--- config.mk ---
export PLATFORM = sky130hd
export DESIGN_NAME = instruction_decode_stage
export DESIGN_NICKNAME = d
export VERILOG_FILES = /design/src/rtl/instruction_decode_stage.sv
export SDC_FILE = /design/constraint.sdc
export NUM_CORES = 1
export LEC_CHECK = 0
export BUFFER_PORTS_ARGS = -buffer_cell sky130_fd_sc_hd__buf_2
export CORE_UTILIZATION = 40
export CTS_BUF_LIST = sky130_fd_sc_hd__clkbuf_8
export DETAILED_ROUTE_END_ITERATION = 16
export PLACE_DENSITY = 0.76
export SETUP_SLACK_MARGIN = 0.5
export SYNTH_ARGS = -nofsm -noshare
export SYNTH_HDL_FRONTEND = slang
export SYNTH_SLANG_ARGS = --single-unit
export TNS_END_PERCENT = 50
--- constraint.sdc ---
create_clock -name clock -period 3.3 [get_ports clock]
set_clock_uncertainty 0.2 [all_clocks]
set_input_delay 0 -clock clock [delete_from_list [all_inputs] [get_ports clock]]
set_output_delay 0 -clock clock [all_outputs]
set_load 0.02 [all_outputs]
--- src/rtl/instruction_decode_stage.sv ---
`default_nettype none
// ============================================================================
// Module      : instruction_decode_stage
// Description : MIPS decode stage. Splits the instruction into fields, adds
//               write-back bypass, detects load-use hazards and loads the
//               ID/EX pipeline register.
// Revision    : 1.0 - initial release
// ============================================================================
module instruction_decode_stage #(
    parameter int WIDTH = 32
) (
    input  logic             clock,
    input  logic             reset,
    input  logic             if_valid,
    output logic             if_ready,
    input  logic [31:0]      if_instruction,
    input  logic [WIDTH-1:0] if_pc,
    input  logic             flush,
    output logic [4:0]       selector_out1,
    output logic [4:0]       selector_out2,
    input  logic [WIDTH-1:0] value_out1,
    input  logic [WIDTH-1:0] value_out2,
    input  logic             wb_write_enable,
    input  logic [4:0]       wb_selector,
    input  logic [WIDTH-1:0] wb_value,
    output logic             ex_valid,
    input  logic             ex_ready,
    output logic [WIDTH-1:0] ex_pc,
    output logic [WIDTH-1:0] ex_rs_value,
    output logic [WIDTH-1:0] ex_rt_value,
    output logic [WIDTH-1:0] ex_imm,
    output logic [4:0]       ex_dest,
    output logic [3:0]       ex_alu_op,
    output logic             ex_alu_src_imm,
    output logic             ex_reg_write,
    output logic             ex_mem_read,
    output logic             ex_mem_write,
    output logic             ex_illegal,
    output logic [1:0]       ex_branch,
    output logic [4:0]       ex_shamt
);

    localparam logic [3:0] c_ALU_ADD = 4'd0;
    localparam logic [3:0] c_ALU_SUB = 4'd1;
    localparam logic [3:0] c_ALU_AND = 4'd2;
    localparam logic [3:0] c_ALU_OR  = 4'd3;
    localparam logic [3:0] c_ALU_XOR = 4'd4;
    localparam logic [3:0] c_ALU_NOR = 4'd5;
    localparam logic [3:0] c_ALU_SLT = 4'd6;
    localparam logic [3:0] c_ALU_SLL = 4'd7;
    localparam logic [3:0] c_ALU_SRL = 4'd8;
    localparam logic [3:0] c_ALU_LUI = 4'd9;

    logic [5:0] w_opcode;
    logic [4:0] w_rs;
    logic [4:0] w_rt;
    logic [4:0] w_rd;
    logic [5:0] w_funct;

    assign w_opcode = if_instruction[31:26];
    assign w_rs     = if_instruction[25:21];
    assign w_rt     = if_instruction[20:16];
    assign w_rd     = if_instruction[15:11];
    assign w_funct  = if_instruction[5:0];

    assign selector_out1 = w_rs;
    assign selector_out2 = w_rt;

    logic [WIDTH-1:0] w_imm_sext;
    logic [WIDTH-1:0] w_imm_zext;
    logic [WIDTH-1:0] w_imm_lui;

    assign w_imm_sext = {{(WIDTH-16){if_instruction[15]}}, if_instruction[15:0]};
    assign w_imm_zext = {{(WIDTH-16){1'b0}}, if_instruction[15:0]};
    assign w_imm_lui  = {if_instruction[15:0], {(WIDTH-16){1'b0}}};

    logic [3:0]       w_alu_op;
    logic             w_alu_src_imm;
    logic             w_reg_write;
    logic             w_mem_read;
    logic             w_mem_write;
    logic [1:0]       w_branch;
    logic             w_illegal;
    logic             w_uses_rt;
    logic [4:0]       w_dest;
    logic [WIDTH-1:0] w_imm;

    // R-type instructions carry the sign-extended low half as ex_imm; it is unused downstream.
    always_comb begin
        w_alu_op      = c_ALU_ADD;
        w_alu_src_imm = 1'b0;
        w_reg_write   = 1'b0;
        w_mem_read    = 1'b0;
        w_mem_write   = 1'b0;
        w_branch      = 2'b00;
        w_illegal     = 1'b0;
        w_uses_rt     = 1'b0;
        w_dest        = w_rt;
        w_imm         = w_imm_sext;
        case (w_opcode)
            6'h00: begin
                w_dest      = w_rd;
                w_reg_write = 1'b1;
                w_uses_rt   = 1'b1;
                case (w_funct)
                    6'h20, 6'h21: w_alu_op = c_ALU_ADD;
                    6'h22, 6'h23: w_alu_op = c_ALU_SUB;
                    6'h24:        w_alu_op = c_ALU_AND;
                    6'h25:        w_alu_op = c_ALU_OR;
                    6'h26:        w_alu_op = c_ALU_XOR;
                    6'h27:        w_alu_op = c_ALU_NOR;
                    6'h2A:        w_alu_op = c_ALU_SLT;
                    6'h00:        w_alu_op = c_ALU_SLL;
                    6'h02:        w_alu_op = c_ALU_SRL;
                    default:      w_illegal = 1'b1;
                endcase
            end
            6'h08, 6'h09: begin
                w_alu_src_imm = 1'b1;
                w_reg_write   = 1'b1;
            end
            6'h0A: begin
                w_alu_op      = c_ALU_SLT;
                w_alu_src_imm = 1'b1;
                w_reg_write   = 1'b1;
            end
            6'h0C, 6'h0D, 6'h0E: begin
                w_alu_op      = (w_opcode == 6'h0C) ? c_ALU_AND :
                                (w_opcode == 6'h0D) ? c_ALU_OR  : c_ALU_XOR;
                w_imm         = w_imm_zext;
                w_alu_src_imm = 1'b1;
                w_reg_write   = 1'b1;
            end
            6'h0F: begin
                w_alu_op      = c_ALU_LUI;
                w_imm         = w_imm_lui;
                w_alu_src_imm = 1'b1;
                w_reg_write   = 1'b1;
            end
            6'h23: begin
                w_alu_src_imm = 1'b1;
                w_reg_write   = 1'b1;
                w_mem_read    = 1'b1;
            end
            6'h2B: begin
                w_alu_src_imm = 1'b1;
                w_mem_write   = 1'b1;
                w_uses_rt     = 1'b1;
            end
            6'h04, 6'h05: begin
                w_alu_op  = c_ALU_SUB;
                w_branch  = (w_opcode == 6'h04) ? 2'b01 : 2'b10;
                w_uses_rt = 1'b1;
            end
            default: w_illegal = 1'b1;
        endcase
        if (w_illegal) begin
            w_alu_op      = c_ALU_ADD;
            w_alu_src_imm = 1'b0;
            w_reg_write   = 1'b0;
            w_mem_read    = 1'b0;
            w_mem_write   = 1'b0;
            w_branch      = 2'b00;
            w_dest        = 5'd0;
        end
        if (w_dest == 5'd0) begin
            w_reg_write = 1'b0;
        end
    end

    // Register 0 is hardwired, so a write-back to it is never forwarded.
    logic [WIDTH-1:0] w_rs_value;
    logic [WIDTH-1:0] w_rt_value;

    assign w_rs_value = (wb_write_enable && wb_selector != 5'd0 && wb_selector == w_rs) ? wb_value : value_out1;
    assign w_rt_value = (wb_write_enable && wb_selector != 5'd0 && wb_selector == w_rt) ? wb_value : value_out2;

    logic             r_ex_valid;
    logic [WIDTH-1:0] r_ex_pc;
    logic [WIDTH-1:0] r_ex_rs_value;
    logic [WIDTH-1:0] r_ex_rt_value;
    logic [WIDTH-1:0] r_ex_imm;
    logic [4:0]       r_ex_dest;
    logic [3:0]       r_ex_alu_op;
    logic             r_ex_alu_src_imm;
    logic             r_ex_reg_write;
    logic             r_ex_mem_read;
    logic             r_ex_mem_write;
    logic             r_ex_illegal;
    logic [1:0]       r_ex_branch;
    logic [4:0]       r_ex_shamt;

    logic w_stall;
    logic w_accept;

    assign w_stall  = r_ex_valid && r_ex_mem_read && (r_ex_dest != 5'd0) &&
                      ((r_ex_dest == w_rs) || ((r_ex_dest == w_rt) && w_uses_rt));
    assign if_ready = !reset && !w_stall && (!r_ex_valid || ex_ready);
    assign w_accept = if_valid && if_ready;

    always_ff @(posedge clock) begin
        if (reset) begin
            r_ex_valid       <= 1'b0;
            r_ex_pc          <= '0;
            r_ex_rs_value    <= '0;
            r_ex_rt_value    <= '0;
            r_ex_imm         <= '0;
            r_ex_dest        <= '0;
            r_ex_alu_op      <= '0;
            r_ex_alu_src_imm <= 1'b0;
            r_ex_reg_write   <= 1'b0;
            r_ex_mem_read    <= 1'b0;
            r_ex_mem_write   <= 1'b0;
            r_ex_illegal     <= 1'b0;
            r_ex_branch      <= '0;
            r_ex_shamt       <= '0;
        end else if (flush) begin
            r_ex_valid <= 1'b0;
        end else if (w_accept) begin
            r_ex_valid       <= 1'b1;
            r_ex_pc          <= if_pc;
            r_ex_rs_value    <= w_rs_value;
            r_ex_rt_value    <= w_rt_value;
            r_ex_imm         <= w_imm;
            r_ex_dest        <= w_dest;
            r_ex_alu_op      <= w_alu_op;
            r_ex_alu_src_imm <= w_alu_src_imm;
            r_ex_reg_write   <= w_reg_write;
            r_ex_mem_read    <= w_mem_read;
            r_ex_mem_write   <= w_mem_write;
            r_ex_illegal     <= w_illegal;
            r_ex_branch      <= w_branch;
            r_ex_shamt       <= if_instruction[10:6];
        end else if (ex_ready) begin
            r_ex_valid <= 1'b0;
        end
    end

    assign ex_valid       = r_ex_valid;
    assign ex_pc          = r_ex_pc;
    assign ex_rs_value    = r_ex_rs_value;
    assign ex_rt_value    = r_ex_rt_value;
    assign ex_imm         = r_ex_imm;
    assign ex_dest        = r_ex_dest;
    assign ex_alu_op      = r_ex_alu_op;
    assign ex_alu_src_imm = r_ex_alu_src_imm;
    assign ex_reg_write   = r_ex_reg_write;
    assign ex_mem_read    = r_ex_mem_read;
    assign ex_mem_write   = r_ex_mem_write;
    assign ex_illegal     = r_ex_illegal;
    assign ex_branch      = r_ex_branch;
    assign ex_shamt       = r_ex_shamt;

endmodule
`default_nettype wire
==> reports/results.txt <==
The flow ran to the end, and the final reports show no timing, DRC or antenna violations. The worst-case IR drop observed on VDD is 238 µV. Entering global routing, the biggest net connects 137 pins. Leaving out fill and tap cells, the most frequent cells in the layout are sky130_fd_sc_hd__buf_2, sky130_fd_sc_hd__dlygate4sd3_1, sky130_fd_sc_hd__dfxtp_1, sky130_fd_sc_hd__nor2_1, sky130_fd_sc_hd__mux2i_1. Setup repair after global routing could not meet its margin everywhere. Among all stages on the critical path, the largest delay is contributed by sky130_fd_sc_hd__or4_1. The delay of the slowest cell on the worst path is 0.59 ns, and the maximum number of buffers from clock root to sink is 2.

The share of the cycle needed by the critical path after routing was 82.6%; the number of buffer cells added on primary ports was 331. The number of standard-cell rows in the floorplan came out at 47. The final weighted congestion of routability-driven global placement came out at 0.812. The total overflow left after global routing is 0. For the final number of setup-violating endpoints, the log shows 0. The run gives 3.39 ns as the data required time of the worst path. In this run the remaining antenna-violating nets after routing total 0.

The total power divided by cell area was 385 mW/mm²; the later-pin clock latency in the skew report was 0.44 ns. Data on the critical path arrives at its endpoint at 2.82 ns. Leading cell type in the layout, fill and taps excluded: sky130_fd_sc_hd__buf_2. For the part of the total power dissipated in sequential elements, the log shows 46.4%.

The worst setup path is of the flip-flop to flip-flop kind. The H-tree generated during clock tree synthesis spans 4 levels. The headroom to the max-slew limit is 43.8%, and the total nets after synthesis is 905. Synthesis inferred 150 register bits. The detail-routed via count per cell was 5.20; the TritonCTS buffer count was 17. The worst path needs 2.73 ns of the cycle, external delays included.

The largest fanout of any net on the critical path was 68. In this run, the clock network consumes 33.1% of the power. The clock net in this run drives a total of 150 sinks. For this block, the via count after detailed routing is 7542.

Before antenna repair, the detailed router went through 5 iterations. Final number of hold-violating endpoints: 0. After filler insertion, the fill cell instance count of the layout stands at 1249. The effective utilization at floorplan was 40.9%; the transition time at the pin with the least slew margin was 0.842 ns. The area growth from synthesis to layout is 59.5%. TritonCTS built the clock tree.

The total area inside the core boundary comes to 0.0165 mm². Sequential cells were found to cover 44.4% of the synthesized design area. The die covers 0.0174 mm². Synthesis handed over a netlist of 734 instances. The run gives 0 as the number of max-slew violations in the final report. Measured along the x axis, the die boundary spans 132 µm. The number of nets in the finished design came out at 1385. The leakage power total is 4.61 nW, and the routed wirelength normalized by instance count is 17.4 µm. For the final standard cell area without fillers, the log shows 0.0108 mm².

The tool flagged a number of max-cap violations equal to 0. The cell sitting at the root of the clock tree is a sky130_fd_sc_hd__clkbuf_8. The number of DRC violations after detailed-routing iteration 0 came out at 553. The critical path goes through or4_1, o211ai_2, nor4b_2, nor3_4, buf_4, clkbuf_16, mux2i_1, nor2_1.

In the final layout, the share of cells above drive strength 1 is 31.9%. Static timing analysis puts the maximum clock frequency at 367 MHz. The logs give 332 for the count of pins on the block boundary and 14000 µm for the estimated wirelength of the detail-placed design.

Summing every instance area after synthesis gives 0.00676 mm². The switching portion of total power came out at 29.1%. For the sum of routed wire length over all layers, the log shows 25300 µm. The path class of the tightest hold or removal check is primary input to flip-flop.

The logs give 0.00842 mm² for the cell area after placement and 0 for the number of DRC violations after detailed routing. Combinational logic is responsible for 20.6% of the overall power. In the final timing run, aggregate negative setup slack is 0 ns. A synthesized cell averages 9.21 µm².

The number of antenna violations at the first check in global routing was 4. The Yosys step of the flow raised 0 warnings. The first global-routing pass estimated 38400 µm of wire. Endpoint kind of the worst setup timing path: a flip-flop. STA classifies the critical path startpoint as a flip-flop. The number of global-route vias before repair was 7593; the clock slew at the register clock pins of the worst setup and hold paths was 0.09 ns.

The total internal power was 2.95 mW; the floorplan die height was 132 µm. Synthesis instantiated 49 different standard cells from the library. For this design the total switching power over the nets is 1.21 mW. For the all-layer global routing usage, the log shows 27.8%.

Power comes to 4.15 mW.
-- power groups by stage --
stage	clock, mW	sequential, mW	combinational [mW]
after floorplan	0	2.06	0.284
final	1.37	1.93	0.855
after global routing	1.47	1.94	0.912
after global placement	0	1.96	0.621
after detailed placement	0	1.96	0.631
after CTS	1.40	1.92	0.813
-- worst max-delay path, delay by kind of cell, from the launching register on --
family | cells | cell delay, ns
AND/OR/NAND/NOR | 4 | 1.03
buffers and inverters | 2 | 0.44
flip-flops | 1 | 0.37
multiplexers | 1 | 0.28
AO/OA/AOI/OAI | 1 | 0.19
-- final cells by class --
type                            instances  area (µm²)  share of cell area [%]
Antenna cell                            4        10.0                  0.0928
Clock buffer                           20         275                    2.55
Clock inverter                         11         100                   0.928
Inverter                                7        26.3                   0.244
Multi-Input combinational cell        503        3360                    31.2
Sequential cell                       150        3000                    27.8
Tap cell                              220         275                    2.55
Timing Repair Buffer                  535        3730                    34.6
-- cells by family after synthesis --
family / share of synthesized area, %
xor gates and xnor gates: 2.59
buffers and inverters: 6.25
DFF: 44.4
AOI/OAI and AO/OA: 14.0
and+or+nand+nor: 16.8
muxes: 16.0
-- flip-flops by register name, summed over array words and instances (netlist names) --
name and count:
ex_alu_op 4, ex_alu_src_imm 1, ex_branch 2, ex_dest 5, ex_illegal 1, ex_imm 32
ex_mem_read 1, ex_mem_write 1, ex_pc 32, ex_reg_write 1, ex_rs_value 32, ex_rt_value 32
ex_shamt 5, ex_valid 1
-- synthesized netlist by cell type, drive strengths merged --
cell type | count | area [µm²]
a2111o | 1 | 11.3
a211o | 1 | 8.76
a211oi | 80 | 641
a21boi | 2 | 15.0
a21oi | 22 | 110
a311oi | 3 | 26.3
a31oi | 2 | 12.5
a32oi | 1 | 8.76
and2 | 2 | 12.5
and3 | 2 | 12.5
and4b | 1 | 10.0
buf | 42 | 277
clkbuf | 32 | 120
dfxtp | 150 | 3000
inv | 7 | 26.3
mux2 | 1 | 11.3
mux2i | 107 | 1070
nand2 | 28 | 105
nand2b | 2 | 12.5
nand3 | 22 | 110
nand3b | 3 | 22.5
nand4 | 5 | 31.3
nand4b | 2 | 17.5
nor2 | 139 | 522
nor2b | 1 | 6.26
nor3 | 25 | 130
nor4 | 7 | 56.3
nor4b | 2 | 23.8
o211a | 1 | 10.0
o211ai | 2 | 20.0
o21ai | 3 | 15.0
o21bai | 1 | 7.51
o31ai | 2 | 15.0
o32ai | 5 | 43.8
or2 | 2 | 15.0
or3 | 2 | 12.5
or4 | 3 | 22.5
or4bb | 1 | 11.3
xnor2 | 13 | 114
xor2 | 7 | 61.3
-- worst paths after layout --
check                               start                       end  slack, ns  cells past startpoint
setup / recovery  ex_dest[0]$_SDFFE_PP0P_     ex_pc[7]$_SDFFE_PP0P_       0.57                      8
hold / removal                      reset  ex_mem_read$_SDFFE_PP0P_       0.04                      3
hold reg to reg    ex_imm[6]$_SDFFE_PP0P_    ex_imm[6]$_SDFFE_PP0P_       0.25                      2
setup reg to reg  ex_dest[0]$_SDFFE_PP0P_     ex_pc[7]$_SDFFE_PP0P_       0.57                      8
-- per-layer routing --
layer  global-route usage, %  vias to the layer above  share of wire, %  wire length, µm
li1                        -                     3561                 -                -
met4                    17.4                        0               5.3             1350
met5                       0                        -                 0                0
met3                    6.88                      101               6.6             1680
met2                    48.9                      375                51            12800
met1                    29.8                     3505                38             9490
-- what timing repair did --
action / in CTS / in global routing
gates resized for setup: 1 / 4
gates cloned: 0 / 2
pin swaps: 0 / 1
setup buffers: 0 / 3
endpoints found under the setup margin: 1 / 63
hold buffers: 191 / 0
endpoints found under the hold margin: 150 / 0
-- metrics by stage --
step	utilization, %	setup WS, ns	std cells	hold WS [ns]
2_1_floorplan	-	0.872	734	-0.0874
3_3_place_gp	51.0	0.608	1219	0.0311
3_5_place_dp	51.0	0.523	1219	0.0413
4_1_cts	64.8	0.573	1441	0.0179
5_1_grt	65.3	0.454	1450	0.0379
6_report	65.3	0.573	1450	0.0389
Power figures use the tool's default switching activity.
